`src/rtl/uart_ctrl_pkg.sv`:
```
// Shared opcodes, sequencer states and result constants for the UART command controller.
package uart_ctrl_pkg;

  localparam logic [2:0] OP_NOP     = 3'd0;
  localparam logic [2:0] OP_TELL    = 3'd1;
  localparam logic [2:0] OP_READ    = 3'd2;
  localparam logic [2:0] OP_WRITE   = 3'd3;
  localparam logic [2:0] OP_BAUDSET = 3'd4;
  localparam logic [2:0] OP_DEBUG1  = 3'd5;
  localparam logic [2:0] OP_DEBUG2  = 3'd6;

  typedef enum logic [2:0] {
    S_IDLE    = 3'd0,
    S_EXEC    = 3'd1,
    S_WAIT_TX = 3'd2,
    S_WAIT_RX = 3'd3,
    S_DONE    = 3'd4
  } ctrl_state_e;

  localparam logic [7:0]  TELL_STATUS  = 8'h00;
  localparam logic [7:0]  TELL_BAUD    = 8'h01;
  localparam logic [31:0] RESULT_EMPTY = 32'hFFFF_FFFF;

  // A zero divisor would stall the baud generator, so it is forced to 1.
  function automatic logic [31:0] clamp_divisor(input logic [31:0] i_div);
    if (i_div == 32'd0) begin
      return 32'd1;
    end else begin
      return i_div;
    end
  endfunction

endpackage

```
`src/rtl/uart_rx_hold.sv`:
```
// Single-byte receive holding register with full flag and sticky overrun.
module uart_rx_hold (
  input  logic       i_clk,
  input  logic       i_rst,
  input  logic       i_valid,
  input  logic [7:0] i_byte,
  input  logic       i_consume,
  input  logic       i_clear_overrun,
  output logic [7:0] o_byte,
  output logic       o_full,
  output logic       o_overrun
);

  logic [7:0] r_byte;
  logic       r_full;
  logic       r_overrun;

  // A new byte always wins; a fresh overrun outranks a same-cycle clear so no loss is hidden.
  always_ff @(posedge i_clk) begin
    if (i_rst) begin
      r_byte    <= 8'h00;
      r_full    <= 1'b0;
      r_overrun <= 1'b0;
    end else begin
      if (i_valid) begin
        r_byte <= i_byte;
        r_full <= 1'b1;
      end else if (i_consume) begin
        r_full <= 1'b0;
      end
      r_overrun <= (r_overrun & ~i_clear_overrun) | (i_valid & r_full & ~i_consume);
    end
  end

  assign o_byte    = r_byte;
  assign o_full    = r_full;
  assign o_overrun = r_overrun;

endmodule

```
`src/rtl/uart_cmd_controller.sv`:
```
// Sequences one decoded UART command at a time against channel A or B and
// returns a 32-bit result with a one-cycle done pulse.
module uart_cmd_controller
  import uart_ctrl_pkg::*;
#(
  parameter logic [31:0] DEFAULT_DIVISOR = 32'd434,
  parameter int unsigned TIMEOUT_UNIT    = 32'd1024
) (
  input  logic        clk,
  input  logic        rst,
  input  logic        cmd_valid,
  output logic        cmd_ready,
  input  logic [2:0]  cmd_instr,
  input  logic        cmd_channel,
  input  logic [7:0]  cmd_code,
  input  logic [31:0] cmd_data,
  output logic        done,
  output logic [31:0] result,
  output logic [1:0]  tx_start,
  output logic [7:0]  tx_byte,
  input  logic [1:0]  tx_busy,
  input  logic [1:0]  rx_valid,
  input  logic [15:0] rx_byte,
  output logic [63:0] baud_div
);

  ctrl_state_e      r_state, w_next;
  logic [2:0]       r_instr;
  logic             r_ch;
  logic [7:0]       r_code;
  logic [31:0]      r_data;
  logic [7:0]       r_tx_byte;
  logic             r_tx_sent;
  logic [31:0]      r_tmo;
  logic             r_done;
  logic [31:0]      r_result;
  logic [1:0][31:0] r_baud;
  logic [1:0][15:0] r_tx_cnt;
  logic [1:0][15:0] r_rx_cnt;

  logic [31:0]      w_res;
  logic             w_load_res, w_fire, w_consume_sel, w_clr_sel;
  logic             w_baud_we, w_tmo_load, w_tmo_dec, w_set_sent;
  logic [1:0]       w_tx_start, w_consume, w_clr_ov;
  logic [1:0][7:0]  w_hold_byte;
  logic [1:0]       w_rx_full, w_overrun;

  for (genvar g = 0; g < 2; g++) begin : g_hold
    uart_rx_hold u_hold (
      .i_clk           (clk),
      .i_rst           (rst),
      .i_valid         (rx_valid[g]),
      .i_byte          (rx_byte[g*8 +: 8]),
      .i_consume       (w_consume[g]),
      .i_clear_overrun (w_clr_ov[g]),
      .o_byte          (w_hold_byte[g]),
      .o_full          (w_rx_full[g]),
      .o_overrun       (w_overrun[g])
    );
  end

  // Next-state and per-state actions.
  always_comb begin
    w_next        = r_state;
    w_res         = 32'd0;
    w_load_res    = 1'b0;
    w_fire        = 1'b0;
    w_consume_sel = 1'b0;
    w_clr_sel     = 1'b0;
    w_baud_we     = 1'b0;
    w_tmo_load    = 1'b0;
    w_tmo_dec     = 1'b0;
    w_set_sent    = 1'b0;
    case (r_state)
      S_IDLE: begin
        if (cmd_valid) begin
          w_next = S_EXEC;
        end else begin
          w_next = S_IDLE;
        end
      end
      S_EXEC: begin
        w_load_res = 1'b1;
        w_next     = S_DONE;
        case (r_instr)
          OP_TELL: begin
            case (r_code)
              TELL_STATUS: begin
                w_res     = {29'd0, w_overrun[r_ch], tx_busy[r_ch], w_rx_full[r_ch]};
                w_clr_sel = 1'b1;
              end
              TELL_BAUD: w_res = r_baud[r_ch];
              default:   w_res = 32'd0;
            endcase
          end
          OP_READ: begin
            if (w_rx_full[r_ch]) begin
              w_res         = {24'd0, w_hold_byte[r_ch]};
              w_consume_sel = 1'b1;
            end else if (r_code == 8'd0) begin
              w_res = RESULT_EMPTY;
            end else begin
              w_load_res = 1'b0;
              w_tmo_load = 1'b1;
              w_next     = S_WAIT_RX;
            end
          end
          OP_WRITE: begin
            if (!tx_busy[r_ch]) begin
              w_fire = 1'b1;
            end else begin
              w_load_res = 1'b0;
              w_next     = S_WAIT_TX;
            end
          end
          OP_BAUDSET: w_baud_we = 1'b1;
          OP_DEBUG1:  w_res = {16'd0, r_tx_cnt[r_ch]};
          OP_DEBUG2:  w_res = {16'd0, r_rx_cnt[r_ch]};
          default:    w_res = 32'd0;
        endcase
      end
      // After a delayed strobe, allow one cycle for the transmitter to raise busy.
      S_WAIT_TX: begin
        if (r_tx_sent) begin
          w_load_res = 1'b1;
          w_next     = S_DONE;
        end else if (!tx_busy[r_ch]) begin
          w_fire     = 1'b1;
          w_set_sent = 1'b1;
        end else begin
          w_next = S_WAIT_TX;
        end
      end
      S_WAIT_RX: begin
        if (w_rx_full[r_ch]) begin
          w_res         = {24'd0, w_hold_byte[r_ch]};
          w_consume_sel = 1'b1;
          w_load_res    = 1'b1;
          w_next        = S_DONE;
        end else if (rx_valid[r_ch]) begin
          w_next = S_WAIT_RX;
        end else if (r_tmo == 32'd0) begin
          w_res      = RESULT_EMPTY;
          w_load_res = 1'b1;
          w_next     = S_DONE;
        end else begin
          w_tmo_dec = 1'b1;
        end
      end
      S_DONE:  w_next = S_IDLE;
      default: w_next = S_IDLE;
    endcase
  end

  // Steer per-channel strobes; reset suppresses any transmit strobe in flight.
  always_comb begin
    w_tx_start = 2'b00;
    w_consume  = 2'b00;
    w_clr_ov   = 2'b00;
    if (w_fire && !rst) begin
      w_tx_start[r_ch] = 1'b1;
    end else begin
      w_tx_start = 2'b00;
    end
    w_consume[r_ch] = w_consume_sel;
    w_clr_ov[r_ch]  = w_clr_sel;
  end

  // Sequencer state, latched command and result.
  always_ff @(posedge clk) begin
    if (rst) begin
      r_state   <= S_IDLE;
      r_instr   <= OP_NOP;
      r_ch      <= 1'b0;
      r_code    <= 8'h00;
      r_data    <= 32'd0;
      r_tx_byte <= 8'h00;
      r_tx_sent <= 1'b0;
      r_tmo     <= 32'd0;
      r_done    <= 1'b0;
      r_result  <= 32'd0;
    end else begin
      r_state <= w_next;
      r_done  <= (w_next == S_DONE);
      if (w_load_res) r_result <= w_res;
      if (r_state == S_IDLE && cmd_valid) begin
        r_instr   <= cmd_instr;
        r_ch      <= cmd_channel;
        r_code    <= cmd_code;
        r_data    <= cmd_data;
        r_tx_sent <= 1'b0;
        if (cmd_instr == OP_WRITE) r_tx_byte <= cmd_data[7:0];
      end
      if (w_set_sent) r_tx_sent <= 1'b1;
      if (w_tmo_load) begin
        r_tmo <= 32'(r_code) * TIMEOUT_UNIT - 32'd1;
      end else if (w_tmo_dec) begin
        r_tmo <= r_tmo - 32'd1;
      end
    end
  end

  // Per-channel divisors and activity counters.
  always_ff @(posedge clk) begin
    if (rst) begin
      r_baud   <= {DEFAULT_DIVISOR, DEFAULT_DIVISOR};
      r_tx_cnt <= '0;
      r_rx_cnt <= '0;
    end else begin
      if (w_baud_we) r_baud[r_ch] <= clamp_divisor(r_data);
      if (w_fire) r_tx_cnt[r_ch] <= r_tx_cnt[r_ch] + 16'd1;
      if (w_consume_sel) r_rx_cnt[r_ch] <= r_rx_cnt[r_ch] + 16'd1;
    end
  end

  assign cmd_ready = (r_state == S_IDLE);
  assign done      = r_done;
  assign result    = r_result;
  assign tx_start  = w_tx_start;
  assign tx_byte   = r_tx_byte;
  assign baud_div  = r_baud;

endmodule
```
`config.mk`:
```
export PLATFORM = sky130hd
export DESIGN_NAME = uart_cmd_controller
export DESIGN_NICKNAME = d
export VERILOG_FILES = /design/src/rtl/uart_ctrl_pkg.sv /design/src/rtl/uart_rx_hold.sv /design/src/rtl/uart_cmd_controller.sv
export SDC_FILE = /design/constraint.sdc
export NUM_CORES = 1
export LEC_CHECK = 0
export CORE_ASPECT_RATIO = 1.1
export CORE_MARGIN = 3
export CORE_UTILIZATION = 60
export CTS_CLUSTER_DIAMETER = 50
export DETAILED_ROUTE_END_ITERATION = 8
export PLACE_DENSITY_LB_ADDON = 0.15
export REMOVE_ABC_BUFFERS = 1
export SLEW_MARGIN = 20
export SYNTH_ARGS = -nofsm -noshare
export SYNTH_HDL_FRONTEND = slang
export SYNTH_SLANG_ARGS = --single-unit
```
`constraint.sdc`:
```
create_clock -name clk -period 5.8 [get_ports clk]
set_input_delay 0.58 -clock clk [delete_from_list [all_inputs] [get_ports clk]]
set_output_delay 0.58 -clock clk [all_outputs]
set_load 0.1 [all_outputs]
```
# --- Word level (Yosys, flattened, before mapping) ---
# Cells that the tools add are included.
totals:
  in_bits: 67
  regBits: 269
  wordCells: 151
op_classes:
  muxes: 84
  magnitude_cmp: 2
  bitwise: 14
  eq_ne: 12
  n_reduce_logical: 13
  add_sub_neg: 4
ops:
  columns: ["op", "count"]
  rows:
  - ["$mux W32", 13]
  - ["$pmux W32 S2", 2]
  - ["$pmux W32 S4", 1]
  - ["$mux W16", 5]
  - ["$bwmux W32", 2]
  - ["$bwmux W64", 1]
  - ["$logic_not A32 Y1", 2]
  - ["$mux W1", 40]
  - ["$add A16 B1 Y16 const B", 2]
  - ["$demux W32 S1", 1]
  - ["$sub A32 B1 Y32 const B", 1]
  - ["$mux W3", 8]
  - ["$sub A18 B1 Y19 const B", 1]
  - ["$demux W16 S1", 1]
  - ["$mux W8", 2]
  - ["$eq A3 B2 Y1 const B", 5]
  - ["$eq A3 B3 Y1 const B", 4]
  - ["$pmux W3 S4", 1]
  - ["$eq A8 B1 Y1 const B", 1]
  - ["$logic_not A8 Y1", 1]
  - ["$reduce_bool A2 Y1", 4]
  - ["$and A1 B1 Y1", 6]
  - ["$eq A3 B1 Y1 const B", 2]
  - ["$pmux W1 S2", 3]
  - ["13 further kinds", 20]

# --- Longest topological paths before layout ---
# Gate-level depths: netlist (run 1).
depth:
  depth_word: 9
  mapped_depth: 11

# --- Cells and area by module ---
# A second synthesis (run 1) with hierarchy kept.
unflattened:
  cells_unflattened: 1558
  hier_area_um2: 12619.6
modules_own_cells:
  columns: ["module", "n_inst", "area_per_inst_um2", "cells_per_inst"]
  rows:
  - ["uart_cmd_controller", 1, 11893.9, 1492]
  - ["uart_rx_hold", 2, 362.8, 33]

# --- Worst setup path after synthesis (run 1) ---
# No wires, ideal clock.
synth_timing:
  path_type: "register -> register"
  from: "register r_state[2]"
  to: "register r_tx_byte[0] (netlist: tx_byte[0])"
  path_stages_with_launch: 7
  required_ns: 5.672
  slack_ns: 1.897
  period_less_slack_ns: 3.903
  t_arrival_ns: 3.775
  path_cell_list: "dfxtp_1 > clkbuf_1 > nor3_1 > nand2_1 > nor3_2 > mux2i_1 > nor2_1"
synth_between:
  elab_chain_len: 3
synth_rtl:
  columns: ["item", "line", "source"]
  rows:
  - ["start, declared", "uart_cmd_controller.sv:27", "ctrl_state_e r_state, w_next;"]
  - ["start signal, assigned", "uart_cmd_controller.sv:183", "r_state <= w_next;"]
  - ["$logic_not A3 Y1", null, null]
  - ["net cmd_ready", "uart_cmd_controller.sv:12", "output logic cmd_ready,"]
  - ["$logic_and A1 B1 Y1", "uart_cmd_controller.sv:186", "if (r_state == S_IDLE && cmd_valid) begin"]
  - ["$reduce_and A2 Y1 (no source line)", null, null]
  - ["end signal, assigned", "uart_cmd_controller.sv:192", "if (cmd_instr == OP_WRITE) r_tx_byte <= cmd_data[7:0];"]
  - ["end, declared", "uart_cmd_controller.sv:32", "logic [7:0] r_tx_byte;"]
# The timed path passes the listed nets, and every way through them passes these cells.
# A chain may end at the register's enable or synchronous reset.

# --- Worst setup path after layout (run 1) ---
layout_timing:
  from: "register r_ch"
  to: "output tx_start[1]"
layout_between:
  elab_chain_len: 7
layout_rtl:
  columns: ["item", "line", "source"]
  rows:
  - ["start, declared", "uart_cmd_controller.sv:29", "logic r_ch;"]
  - ["start signal, assigned", "uart_cmd_controller.sv:188", "r_ch <= cmd_channel;"]
  - ["$mux W1 (implied by the code) (2 in series)", "uart_cmd_controller.sv:109, uart_cmd_controller.sv:127", null]
  - ["$mux W1", "uart_cmd_controller.sv:109, uart_cmd_controller.sv:127", null]
  - ["$mux W1 (on tied branches)", "uart_cmd_controller.sv:124, uart_cmd_controller.sv:85", null]
  - ["$pmux W1 S2", "uart_cmd_controller.sv:74", "case (r_state)"]
  - ["$logic_and A1 B1 Y1", "uart_cmd_controller.sv:160", "if (w_fire && !rst) begin"]
  - ["$mux W2 (*)", "uart_cmd_controller.sv:160", null]
  - ["end, declared", "uart_cmd_controller.sv:19", "output logic [1:0] tx_start,"]
# Mark *: on every way between the ends. The rest lies on a longest branch, timed or not. The select of a mux whose other input is x is not followed.

==> results of run 1 <==
[cell usage in the layout, fill, tap and decap left out, drive strengths merged, types with 18 or more instances in the layout]
master / count
nand2: 294
dfxtp: 269
clkdlybuf4s50: 173
a21oi: 162
nor2: 142
mux2i: 90
o21ai: 47
clkbuf: 42
xnor2: 41
nand3: 39
nor3: 35
a221oi: 34
nor2b: 30
nand3b: 30
inv: 25
nor4: 24
a211oi: 18
xor2: 18
[layout make-up]
type	count	area [um^2]
Clock buffer	41	873.3
Timing Repair Buffer	189	1858
Multi-Input combinational cell	1176	6992
Tap cell	285	356.6
Inverter	24	90.09
Clock inverter	12	150.1
Fill cell	1572	5142
Sequential cell	269	5389
[per-layer routing]
metal	vias up	GRT usage (%)	part of all wire, %
met1	5696	38.53	41
met4	0	9.758	2.9
met3	88	8.882	9.6
li1	5766	-	-
met2	485	49.35	46
met5	-	0	0
[registers in the layout, indices dropped and copies added (netlist names)]
name / cells
baud_div: 64
r_ch: 1
g_hold.u_hold.o_full: 2
r_tx_sent: 1
r_rx_cnt: 32
r_tx_cnt: 32
r_state: 3
tx_byte: 8
result: 32
done: 1
g_hold.u_hold.o_byte: 16
r_tmo: 32
g_hold.u_hold.o_overrun: 2
r_instr: 3
r_code: 8
r_data: 32
[worst max-delay path, cell delays in order, from the launching register on]
cell and delay (ns):
dfxtp_4 0.83, clkinv_1 0.49, or3_1 0.71, nor2_1 0.17, clkdlybuf4s50_1 1.14
[final timing paths]
kind / startpoint / end / slack (ns) / depth (start not counted)
worst max register to register: r_ch / r_tmo[22] / 2.20 / 6
worst min register to register: r_rx_cnt[7] / r_rx_cnt[7] / 0.45 / 2
worst max-delay path: r_ch / tx_start[1] / 1.27 / 4
worst min-delay path: r_rx_cnt[7] / r_rx_cnt[7] / 0.45 / 2
[per-stage QoR]
stage	total power, mW	util (%)
2_1_floorplan	2.278	-
3_3_place_gp	2.452	70.41
3_5_place_dp	2.461	70.43
4_1_cts	4.391	75.34
5_1_grt	4.513	75.34
6_report	4.376	75.34
[cell families (layout without fill, tap and decap cells)]
family,Yosys count,in the layout
AOI/OAI and AO/OA,345,345
xor gates and xnor gates,59,59
and+or+nand+nor,667,667
DFF,269,269
muxes,99,99
buffers and inverters,136,266
adders and majority gates,6,6
[power breakdown]
group / switching [mW] / leakage, nW / internal, mW
registers: 0.0553 / 2.18 / 1.89
clock network: 0.764 / 0.497 / 1.18
logic: 0.312 / 2.74 / 0.170
total: 1.13 / 5.42 / 3.24
==> results.ini, run 1 <==
[outcome]
status=finished, final reports clean

[logic_synthesis]
synth_most_common_cell=nand2_1
yosys.area_share.simple_pct=24.65
synthMuxAreaShare_pct=7.756
synth_edf_count=0
synth_cells=1581
synthesis.area_um2=12920
synthTopCellsByArea=dfxtp_1 (42%), nand2_1 (8.5%), mux2i_1 (7.0%)
yosys_warnings=0
yosysTopAreaCellShare_pct=41.67
ys.flop_type=dfxtp_1
synth-xor-area-share_pct=3.999
seq_area_frac_synth_pct=41.67
yosysTopAreaCell=dfxtp_1
avgSynthCellArea_um2=8.174
ys_ff_latch=269
yosys.area_share.adder_pct=0.5809
synth-compound-area-share_pct=16.90
synth_commonest_cells=nand2_1 (294), dfxtp_1 (269), a21oi_1 (161)
async_flop_share_pct=0
ys_types=73
synth_top_family_by_area=simple AND/OR/NAND/NOR gates

[floorplanning]
dieArea_um2=23340
die_h_um=159.9
die_w_um=145.9
io_pins=175
core_um2=20850
initial_core_util_pct=61.97
std_cell_rows=55

[timing]
timing.fmax_mhz=220.6
tns_ns=0
setup_ws_ns=1.266
hold_viol_final=0
hold_ws_ns=0.4505
min_period_ns=4.534
setup_viol=0
period_share_pct=78.17
rsz0062_at_grt=no
worst_pin_slew_ns=1.108
slew_violations=0
slew_headroom_pct=25.91
finalClockSkew_ns=0.01213

[cts]
path_clk_slew_ns=0.06
cts_root_buf=clkbuf_16
cts-resized-gates=0
cts_sinks=269
tritoncts=done
htreeDepth=1
numCtsBuffers=30
cts_buffer_depth=3
cts_setup_buffers=0
cts_hold_buffers=0
clock_latency_ns=0.55

[placed_design]
post-place-cells=1943
pre_cts_slack_ns=1.850
port-buffer-count=174
hpwl_um=24050
gp_congestion=0.9204
placed_area_um2=14690

[final_layout]
diodes=0
final_area_um2=15710
syn_to_final_growth_pct=21.56
final_cells=1996
drive_above_1_share_pct=6.137
nNetsFinal=1763

[worst_setup_path]
endpoint_kind=output pin
critPathMaxFanout=58
critPathLaunchType=flop
arrival_ns=3.95
crit_required_ns=5.22
crit_type=flop to output pin

[pwr]
vdd.ir_drop.worst_mv=0.2371
power.density_nw_per_um2=278.5
leakage_nw=5.417

[detailed_routing]
viasPerCell=6.030
wl_per_cell_um=18.43
drtIter0Drc=1038
dr_total_vias=12035
antenna_left=0
firstDrtPassIters=8
drt-total-wl_um=36780
drc=0

[global_routing]
antenna_found_initial=0
grt_max_degree=108
grt_pass1_vias=11572
grt_pass1_wl_um=59260
grt_use_total_pct=30.19
grt-ovfl-total=0

[flow_run]
maxCapViolCount=0

[worst_hold_path]
min_path_type=flop to flop

No activity file was read; power rests on OpenSTA's default activity.
==> run 2: changes to the inputs <==
Settings changed: CORE_UTILIZATION 60 to 50.
Clock period 5.8 ns to 3.9 ns, I/O delays scaled along.
==> run 2 against run 1 <==
Compared with the run above: non-clock buffer count increased by 14; clock power increased by 49%; wire length increased by 0.45%; final area increased by 1.3%; utilization decreased by 13 points; critical endpoint is now tx_start[0]; final cell count increased by 3.9%.
==> results.ini, run 2 (same netlist as run 1, synthesis figures left out) <==
[timing]
slew_violations=0  ; unchanged
hold_ws_ns=0.3230  ; was 0.4505 ns
setup_viol=0  ; unchanged
rsz0062_at_grt=no  ; unchanged
timing.fmax_mhz=307.9
period_share_pct=83.29
finalClockSkew_ns=0.01255  ; was 0.01213 ns
slew_headroom_pct=28.56  ; was 25.91%
hold_viol_final=0  ; unchanged
setup_ws_ns=0.6519  ; was 1.266 ns
tns_ns=0  ; unchanged
worst_pin_slew_ns=1.068  ; was 1.108 ns
min_period_ns=3.248

[final_layout]
utilization_pct=62.80  ; was 75.34%
final_cells=2074  ; was 1,996
final_area_um2=15910  ; was 15,710 um^2
nNetsFinal=1778  ; was 1,763
layout_common_cells=nand2_1 (293), dfxtp_1 (268), clkdlybuf4s50_1 (171)  ; was nand2_1 (294), dfxtp_1 (268), clkdlybuf4s50_1 (173)
syn_to_final_growth_pct=23.14  ; was 21.56%
final_common_cell=nand2_1  ; unchanged
drive_above_1_share_pct=7.176  ; was 6.137%
diodes=0  ; unchanged
largest_reg_flops=64  ; unchanged

[global_routing]
grt-ovfl-total=0  ; unchanged
antenna_found_initial=1  ; was 0
grt_pass1_wl_um=59360  ; was 59,260 um
grt_use_total_pct=25.52  ; was 30.19%
grt_pass1_vias=11205  ; was 11,572
grt_max_degree=130  ; was 108

[cts]
cts_hold_buffers=0  ; unchanged
cts_setup_buffers=0  ; unchanged
htreeDepth=1  ; unchanged
cts_buffer_depth=3  ; unchanged
cts-resized-gates=0  ; unchanged
path_clk_slew_ns=0.06  ; about the same
numCtsBuffers=31  ; was 30
cts_sinks=269  ; unchanged
clock_latency_ns=0.56  ; was 0.55 ns
cts_root_buf=clkbuf_16  ; unchanged
tritoncts=done  ; unchanged

[pwr]
power.density_nw_per_um2=410.4  ; was 278.5 nW/um^2
finalPower_mw=6.530  ; was 4.376 mW
vdd.ir_drop.worst_mv=0.3550  ; was 0.2371 mV
leakage_nw=5.490  ; was 5.417 nW

[floorplanning]
core_um2=25340  ; was 20,850 um^2
die_h_um=174.6  ; was 159.9 um
dieArea_um2=27810  ; was 23,340 um^2
die_w_um=159.3  ; was 145.9 um
initial_core_util_pct=51.00  ; was 61.97%
std_cell_rows=61  ; was 55
io_pins=175  ; unchanged

[worst_setup_path]
crit_type=flop to output pin  ; unchanged
arrival_ns=2.86  ; was 3.95 ns
critPathLaunchType=flop  ; unchanged
critPathMaxFanout=17  ; was 58
crit_required_ns=3.51  ; was 5.22 ns
endpoint_kind=output pin  ; unchanged

[flow_run]
maxCapViolCount=0  ; unchanged

[detailed_routing]
antenna_left=0  ; unchanged
viasPerCell=5.677  ; was 6.030
drc=0  ; unchanged
firstDrtPassIters=5  ; was 8
dr_total_vias=11775  ; was 12,035
drtIter0Drc=908  ; was 1,038
drt-total-wl_um=36940  ; was 36,780 um
wl_per_cell_um=17.81  ; was 18.43 um

[placed_design]
post-place-cells=2018  ; was 1,943
pre_cts_slack_ns=0.8168  ; was 1.850 ns
hpwl_um=24640  ; was 24,050 um
port-buffer-count=174  ; unchanged
gp_congestion=0.8650  ; was 0.9204
placed_area_um2=14880  ; was 14,690 um^2

[outcome]
status=finished, final reports clean  ; unchanged

[worst_hold_path]
min_path_type=input pin to flop  ; was flop to flop

run 2: cell count changes in the layout (fill, tap and decap cells not counted), moves of 2 or more:
cell,previous run,this run
clkinvlp_4,3,6
buf_4,15,29
buf_12,0,2
clkbuf_8,7,4
clkdlybuf4s50_1,173,171
clkinv_4,0,2
run 2: path summary, 6_finish.rpt:
path / cells past startpoint / slack (ns) / endpoint / startpoint
hold reg to reg: 2 / 0.46 / r_rx_cnt[7] / r_rx_cnt[7]
hold / removal: 2 / 0.32 / result[21] / rst
setup / recovery: 5 / 0.65 / tx_start[0] / r_state[1]
setup reg to reg: 5 / 0.84 / r_tmo[18] / r_ch
run 2: area by class of cell:
| cell class | count | area (um^2) |
|---|---|---|
| timing repair buffer | 203 | 1983 |
| clock buffer | 38 | 832.0 |
| clock inverter | 18 | 201.4 |
| fill | 2250 | 9427 |
| sequential | 269 | 5389 |
| tap | 346 | 432.9 |
| inverter | 24 | 90.09 |
| multi-input combinational | 1176 | 6984 |
run 2: report_power, final:
part           total (mW)  switching [mW]  internal [mW]
Combinational       0.735           0.472          0.263
Sequential           2.89          0.0756           2.81
Clock                2.91            1.18           1.72
run 2: worst max-delay path, stage by stage (launching register included):
cell and delay, ns:
dfxtp_1 0.46, nor4b_1 0.48, a31oi_1 0.20, or3_1 0.65
nor2_1 0.19, buf_4 0.31
run 2: per-layer routing:
metal,GRT usage (%),share of wire [%],vias to the layer above
met5,0,0.049,-
met4,7.479,2.6,2
met1,33.25,44,5530
met2,41.18,45,375
li1,-,-,5799
met3,7.681,8.4,69
